<file path="src/rtl/vlsu_issue_queue_pkg.sv">
// Shared types for the VLSU issue queue: memory opcodes, instruction field layout, FSM states.
// Helper functions keep opcode and register-field decoding in one place.
package vlsu_issue_queue_pkg;

   typedef enum logic [6:0] {
      OPC_VLOAD  = 7'b0000111,
      OPC_VSTORE = 7'b0100111
   } opcode_e;

   // vd for loads, vs3 for stores, both live in [11:7]
   typedef struct packed {
      logic [19:0] upper;
      logic [4:0]  vreg;
      logic [6:0]  opcode;
   } mem_instr_t;

   typedef enum logic [1:0] {
      IQ_IDLE,
      IQ_ISSUE,
      IQ_WAIT
   } iq_fsm_t;

   function automatic logic is_mem_opcode(input logic [6:0] opc);
      return (opc == 7'(OPC_VLOAD)) || (opc == 7'(OPC_VSTORE));
   endfunction

   function automatic logic [4:0] get_vreg(input logic [31:0] instr);
      mem_instr_t w_f;
      w_f = mem_instr_t'(instr);
      return w_f.vreg;
   endfunction

endpackage

</file>
<file path="src/rtl/vlsu_issue_queue.sv">
// Buffers vector load/store instructions and issues them one at a time to the VLSU; push to request is 2 cycles, completion to next request 1 cycle.
// Backpressure: enq_ready_o drops only when all entries are queued; in-flight operand registers hold until the VLSU completion pulse.
module vlsu_issue_queue
   import vlsu_issue_queue_pkg::*;
#(
   parameter int DATA_WIDTH = 32,
   parameter int DEPTH      = 4,
   localparam int CNT_B     = $clog2(DEPTH) + 1
) (
   input  logic                  clk_i,
   input  logic                  resetn_i,
   input  logic                  enq_valid_i,
   input  logic [DATA_WIDTH-1:0] enq_instr_i,
   input  logic [DATA_WIDTH-1:0] enq_rs1_i,
   input  logic [DATA_WIDTH-1:0] enq_rs2_i,
   output logic                  enq_ready_o,
   input  logic                  flush_i,
   output logic                  lsu_req_o,
   output logic [DATA_WIDTH-1:0] lsu_instr_o,
   output logic [DATA_WIDTH-1:0] lsu_rs1_o,
   output logic [DATA_WIDTH-1:0] lsu_rs2_o,
   input  logic                  lsu_ready_i,
   input  logic [4:0]            query_vreg_i,
   output logic                  query_hit_o,
   output logic [CNT_B-1:0]      count_o,
   output logic                  busy_o,
   output logic                  err_o
);

   localparam int PTR_W = $clog2(DEPTH);

   logic [DATA_WIDTH-1:0] r_instr [DEPTH];
   logic [DATA_WIDTH-1:0] r_rs1   [DEPTH];
   logic [DATA_WIDTH-1:0] r_rs2   [DEPTH];
   logic [DEPTH-1:0]      r_vld;
   logic [PTR_W-1:0]      r_wptr;
   logic [PTR_W-1:0]      r_rptr;
   logic [CNT_B-1:0]      r_count;
   iq_fsm_t               r_state;
   logic                  r_req;
   logic                  r_err;
   logic                  r_if_vld;
   logic [DATA_WIDTH-1:0] r_lsu_instr;
   logic [DATA_WIDTH-1:0] r_lsu_rs1;
   logic [DATA_WIDTH-1:0] r_lsu_rs2;

   logic w_full;
   logic w_nonempty;
   logic w_opc_ok;
   logic w_enq_acc;
   logic w_push;
   logic w_pop;
   logic w_hit;

   assign w_full     = (r_count == CNT_B'(DEPTH));
   assign w_nonempty = (r_count != '0);
   assign w_opc_ok   = is_mem_opcode(enq_instr_i[6:0]);
   assign w_enq_acc  = enq_valid_i && !w_full;
   assign w_push     = w_enq_acc && w_opc_ok && !flush_i;
   // A pop reads the pre-flush head, so flush does not gate it
   assign w_pop      = w_nonempty &&
                       ((r_state == IQ_IDLE) || ((r_state == IQ_WAIT) && lsu_ready_i));

   always_ff @(posedge clk_i) begin
      if (w_push) begin
         r_instr[r_wptr] <= enq_instr_i;
         r_rs1[r_wptr]   <= enq_rs1_i;
         r_rs2[r_wptr]   <= enq_rs2_i;
      end
   end

   always_ff @(posedge clk_i) begin
      if (!resetn_i) begin
         r_vld       <= '0;
         r_wptr      <= '0;
         r_rptr      <= '0;
         r_count     <= '0;
         r_state     <= IQ_IDLE;
         r_req       <= 1'b0;
         r_err       <= 1'b0;
         r_if_vld    <= 1'b0;
         r_lsu_instr <= '0;
         r_lsu_rs1   <= '0;
         r_lsu_rs2   <= '0;
      end else begin
         r_err <= w_enq_acc && !w_opc_ok;
         r_req <= 1'b0;

         if (flush_i) begin
            r_wptr  <= '0;
            r_rptr  <= '0;
            r_count <= '0;
            r_vld   <= '0;
         end else begin
            if (w_push) begin
               r_wptr        <= r_wptr + PTR_W'(1);
               r_vld[r_wptr] <= 1'b1;
            end
            if (w_pop) begin
               r_rptr        <= r_rptr + PTR_W'(1);
               r_vld[r_rptr] <= 1'b0;
            end
            r_count <= r_count + CNT_B'(w_push) - CNT_B'(w_pop);
         end

         if (w_pop) begin
            r_lsu_instr <= r_instr[r_rptr];
            r_lsu_rs1   <= r_rs1[r_rptr];
            r_lsu_rs2   <= r_rs2[r_rptr];
            r_if_vld    <= 1'b1;
         end

         case (r_state)
            IQ_IDLE: begin
               if (w_pop) begin
                  r_state <= IQ_ISSUE;
                  r_req   <= 1'b1;
               end
            end
            IQ_ISSUE: r_state <= IQ_WAIT;
            IQ_WAIT: begin
               if (lsu_ready_i) begin
                  if (w_pop) begin
                     r_state <= IQ_ISSUE;
                     r_req   <= 1'b1;
                  end else begin
                     r_state  <= IQ_IDLE;
                     r_if_vld <= 1'b0;
                  end
               end
            end
            default: r_state <= IQ_IDLE;
         endcase
      end
   end

   always_comb begin
      w_hit = r_if_vld && (get_vreg(r_lsu_instr[31:0]) == query_vreg_i);
      for (int i = 0; i < DEPTH; i++) begin
         if (r_vld[i] && (get_vreg(r_instr[i][31:0]) == query_vreg_i)) begin
            w_hit = 1'b1;
         end
      end
   end

   assign enq_ready_o = !w_full;
   assign lsu_req_o   = r_req;
   assign lsu_instr_o = r_lsu_instr;
   assign lsu_rs1_o   = r_lsu_rs1;
   assign lsu_rs2_o   = r_lsu_rs2;
   assign query_hit_o = w_hit;
   assign count_o     = r_count;
   assign busy_o      = r_if_vld || w_nonempty;
   assign err_o       = r_err;

endmodule
</file>
<file path="config.mk">
export PLATFORM = sky130hd
export DESIGN_NAME = vlsu_issue_queue
export DESIGN_NICKNAME = d
export VERILOG_FILES = /design/src/rtl/vlsu_issue_queue_pkg.sv /design/src/rtl/vlsu_issue_queue.sv
export SDC_FILE = /design/constraint.sdc
export NUM_CORES = 1
export LEC_CHECK = 0
export BUFFER_PORTS_ARGS = -buffer_cell sky130_fd_sc_hd__buf_4
export CORE_ASPECT_RATIO = 0.9
export CORE_MARGIN = 4
export CORE_UTILIZATION = 29
export CTS_BUF_LIST = sky130_fd_sc_hd__clkbuf_4
export CTS_CLUSTER_DIAMETER = 200
export DETAILED_ROUTE_END_ITERATION = 8
export MAX_ROUTING_LAYER = met4
export SLEW_MARGIN = 40
export SYNTH_ARGS = -nofsm -noshare
export SYNTH_HDL_FRONTEND = slang
export SYNTH_SLANG_ARGS = --single-unit
</file>
<file path="constraint.sdc">
create_clock -name clk_i -period 9.43 [get_ports clk_i]
set_clock_uncertainty 0.1 [all_clocks]
set_input_delay 1.886 -clock clk_i [delete_from_list [all_inputs] [get_ports clk_i]]
set_output_delay 1.886 -clock clk_i [all_outputs]
set_load 0.05 [all_outputs]
</file>
==> summary.txt <==
Outcome
  – Outcome: finished clean

Worst setup path
  – R2r setup slk: between 5000 and 6000 ps
  – CP startpoint kind: input pin
  – Crit Path Category: in2out
  – Req. time, crit path: ~7400 ps
  – R2R Path End: count_o[2]
  – R2R cell count: 12
  – Crit Path Max Fanout: 5
  – Critical R2R Launch: count_o[2]
  – Worst path arrival time: between 2000 and 3000 ps
  – Worst setup EP type: output pin
  – Crit. Startpoint: query_vreg_i[3]
  – CP Capture Point: query_hit_o

Floorplanning
  – Die Wd: roughly 270 µm
  – Num rows: 87
  – Core area: 0.0630 mm²
  – I/O pin count: 210
  – Die Span Y: 248 µm
  – Initial core utilization: 0.294
  – Full die area: approximately 0.07 mm²

Drt
  – First-pass iteration count of the detailed router: 5
  – DRT Wirelength: 42.4 mm
  – Vias: a little over 10000
  – Post-DRT Antenna Nets: 0
  – Vias per cell: 4.40
  – Per-cell routed wire length: roughly 18 µm
  – # DRC: 0
  – DRT iter0 DRCs: 446

STA
  – RSZ-0062 raised after global routing: no
  – Max Slew Vio Count: 0
  – Slew headroom: 0.467
  – Crit path time final: 4960 ps
  – Least-Margin Pin Slew: roughly 800 ps
  – Setup TNS: 0 ps
  – Max Fclk: 201 MHz
  – Crit share post-route: 0.526
  – Final hold violation count: 0
  – Final setup fails: 0

Synthesis
  – Largest cells by area after synthesis: edfxtp_1 62%, dfxtp_1 12%, mux4_2 12%
  – Synthesized Nets: 1164
  – Synth Register Bits: 496
  – Post-Syn Area per Cell: 17.7 µm²
  – Synth Warn #: 0
  – Unique cell type count in the Yosys netlist: 43
  – Post-synth top area share: 0.622
  – Synth area leader: edfxtp_1
  – Cell area after synthesis: 0.0185 mm²
  – Post-Syn Instances: around 1000
  – Sequential element share of the synthesized area: 0.743

GRT
  – GRT Util Overall: 0.130
  – Routing usage on met2: 0.206
  – Met3 usage: 0.0409
  – Pin count of the biggest net entering global routing: 64
  – First-pass GRT wire length: 64.2 mm
  – Vias in the first global route: 11000
  – GRT busiest layer: met2
  – Global Route met1 Usage: 0.155
  – Initial antenna violation count: 4
  – Total grt overflow: 0

Power and ir drop
  – PD cells: slightly below 300 mW/mm²
  – Leakage power: 7.74 nW
  – Peak supply drop: approximately 0.27 mV

Clocking
  – Clock slew at reported path FFs: 60 ps
  – Quantity of gates resized following cts: 0
  – Longest Clk Path Bufs: 3
  – Clk sinks: slightly below 500
  – Clk Latency, worst-skew pair: 910 ps
  – Max H-tree Level: 4
  – Hold Buf Count CTS: 0
  – Total CTS buffers: 135
  – Setup bufs post-CTS: 0
  – Clock root buffer: clkbuf_4
  – TritonCTS clock tree: done

Cells and area
  – Ratio of cells with drive above 1 in the final layout: 0.385
  – Multi-input logic area: 0.00438 mm²
  – Filler cell count: 6010
  – Synth-to-layout area growth: 23.2%
  – Register Area: 0.0138 mm²
  – Fin nets: 1463
  – Util after Layout: 0.363

Hold path
  – Worst hold path class: reg2reg

Flow run
  – Max_cap viols: 0

Placement
  – Hpwl dp: 24.3 mm
  – Final Wtd Congestion: 0.749
  – # port buffers: approximately 210
-- cells in the final DEF (no fill, tap or decap), types with 3 or more instances in the layout --
cell type   count
nor4_1          5
buf_4         213
buf_6           8
a21boi_0       44
inv_1          11
clkbuf_4      217
a21boi_1       52
bufinv_16       3
clkinv_1       20
mux4_2         96
clkinvlp_4      6
xnor2_1         9
xor2_1         20
dfxtp_1       110
nand2_1       195
a211oi_1        3
nor2_1          7
and2_4          3
edfxtp_1      384
ha_1           10
diode_2         8
a21oi_1         6
nand3_1         3
-- through the flow --
stage	instance area (µm²)	setup WS (ps)	cells	power [mW]	hold WS, ps
after CTS	22800	4450	2302	6.78	349
after floorplan	18500	2390	1047	4.10	306
after global placement	20900	4430	2053	4.70	320
final	22900	4470	2311	6.64	344
after detailed placement	20900	4450	2053	4.72	340
after global routing	22900	4380	2311	7.03	373
-- layer usage --
metal	routed length, µm	vias up	share of wire
met4	1040	0	0.024
met3	2460	86	0.058
met1	18300	5105	0.43
li1	-	4680	-
met2	20600	288	0.49
met5	0	-	0
-- logic make-up (layout without fill, tap and decap cells) --
group	after synthesis	count (layout)	synth area share
fa+ha+maj	11	11	0.00783
other cells	0	8	0
compound gates	110	110	0.0441
xor+xnor	29	29	0.0137
flops	496	496	0.743
simple gates	232	232	0.0526
mux	97	97	0.117
buf+inv	72	483	0.0219
-- how the worst min path moves through the flow --
stage                       start       endpoint  cells past startpoint
finish                 r_state[1]       r_if_vld                      1
global route        lsu_rs1_o[19]  lsu_rs1_o[19]                      2
CTS                    r_state[1]       r_if_vld                      1
detailed placement     r_state[1]       r_if_vld                      1
global placement       r_state[1]       r_if_vld                      1
floorplan              r_state[1]       r_if_vld                      1
-- synthesized netlist by cell type (all sizes together) --
cell type / count
or3b: 1
inv: 12
nor3: 3
buf: 42
mux4: 96
nor4b: 1
nor4: 5
clkbuf: 18
nand3: 4
edfxtp: 384
a211oi: 4
mux2i: 1
xnor2: 9
o21ai: 3
a21oi: 6
ha: 10
or2: 1
dfxtp: 112
nand2: 195
and3: 1
nor2b: 1
and2: 5
nor2: 9
xor2: 20
nand2b: 2
nand4b: 1
and4: 1
nand4: 1
a21boi: 96
fa: 1
nand3b: 1
a31oi: 1
-- area by class of cell --
| cell class | count | area share |
|---|---|---|
| clock buffers | 217 | 0.0713 |
| clock inverters | 32 | 0.0100 |
| well taps | 845 | 0.0463 |
| inverters | 12 | 0.00208 |
| multi-input cells | 479 | 0.192 |
| flip-flops and latches | 496 | 0.603 |
| diodes | 8 | 0.000876 |
| repair buffers | 222 | 0.0748 |
-- critical path: stages --
cell	delay, ps
buf_4	140
xor2_1	140
nor4_1	260
and3_1	200
a31oi_1	50
nand4_1	110
buf_4	200
-- registers in the layout, indices dropped and copies added, names as in the netlist, 3 cells and up --
signal       flops
r_rs1          128
lsu_rs1_o       32
r_instr        128
lsu_rs2_o       32
r_rs2          128
r_vld            4
lsu_instr_o     32
count_o          3
-- power breakdown --
group / internal [mW] / switching [mW] / total [mW]
Combinational: 0.575 / 1.38 / 1.95
Sequential: 2.54 / 0.133 / 2.67
Clock: 1.13 / 0.886 / 2.01
Total: 4.24 / 2.40 / 6.64
Note: power is estimated with default switching activity, not from simulation.
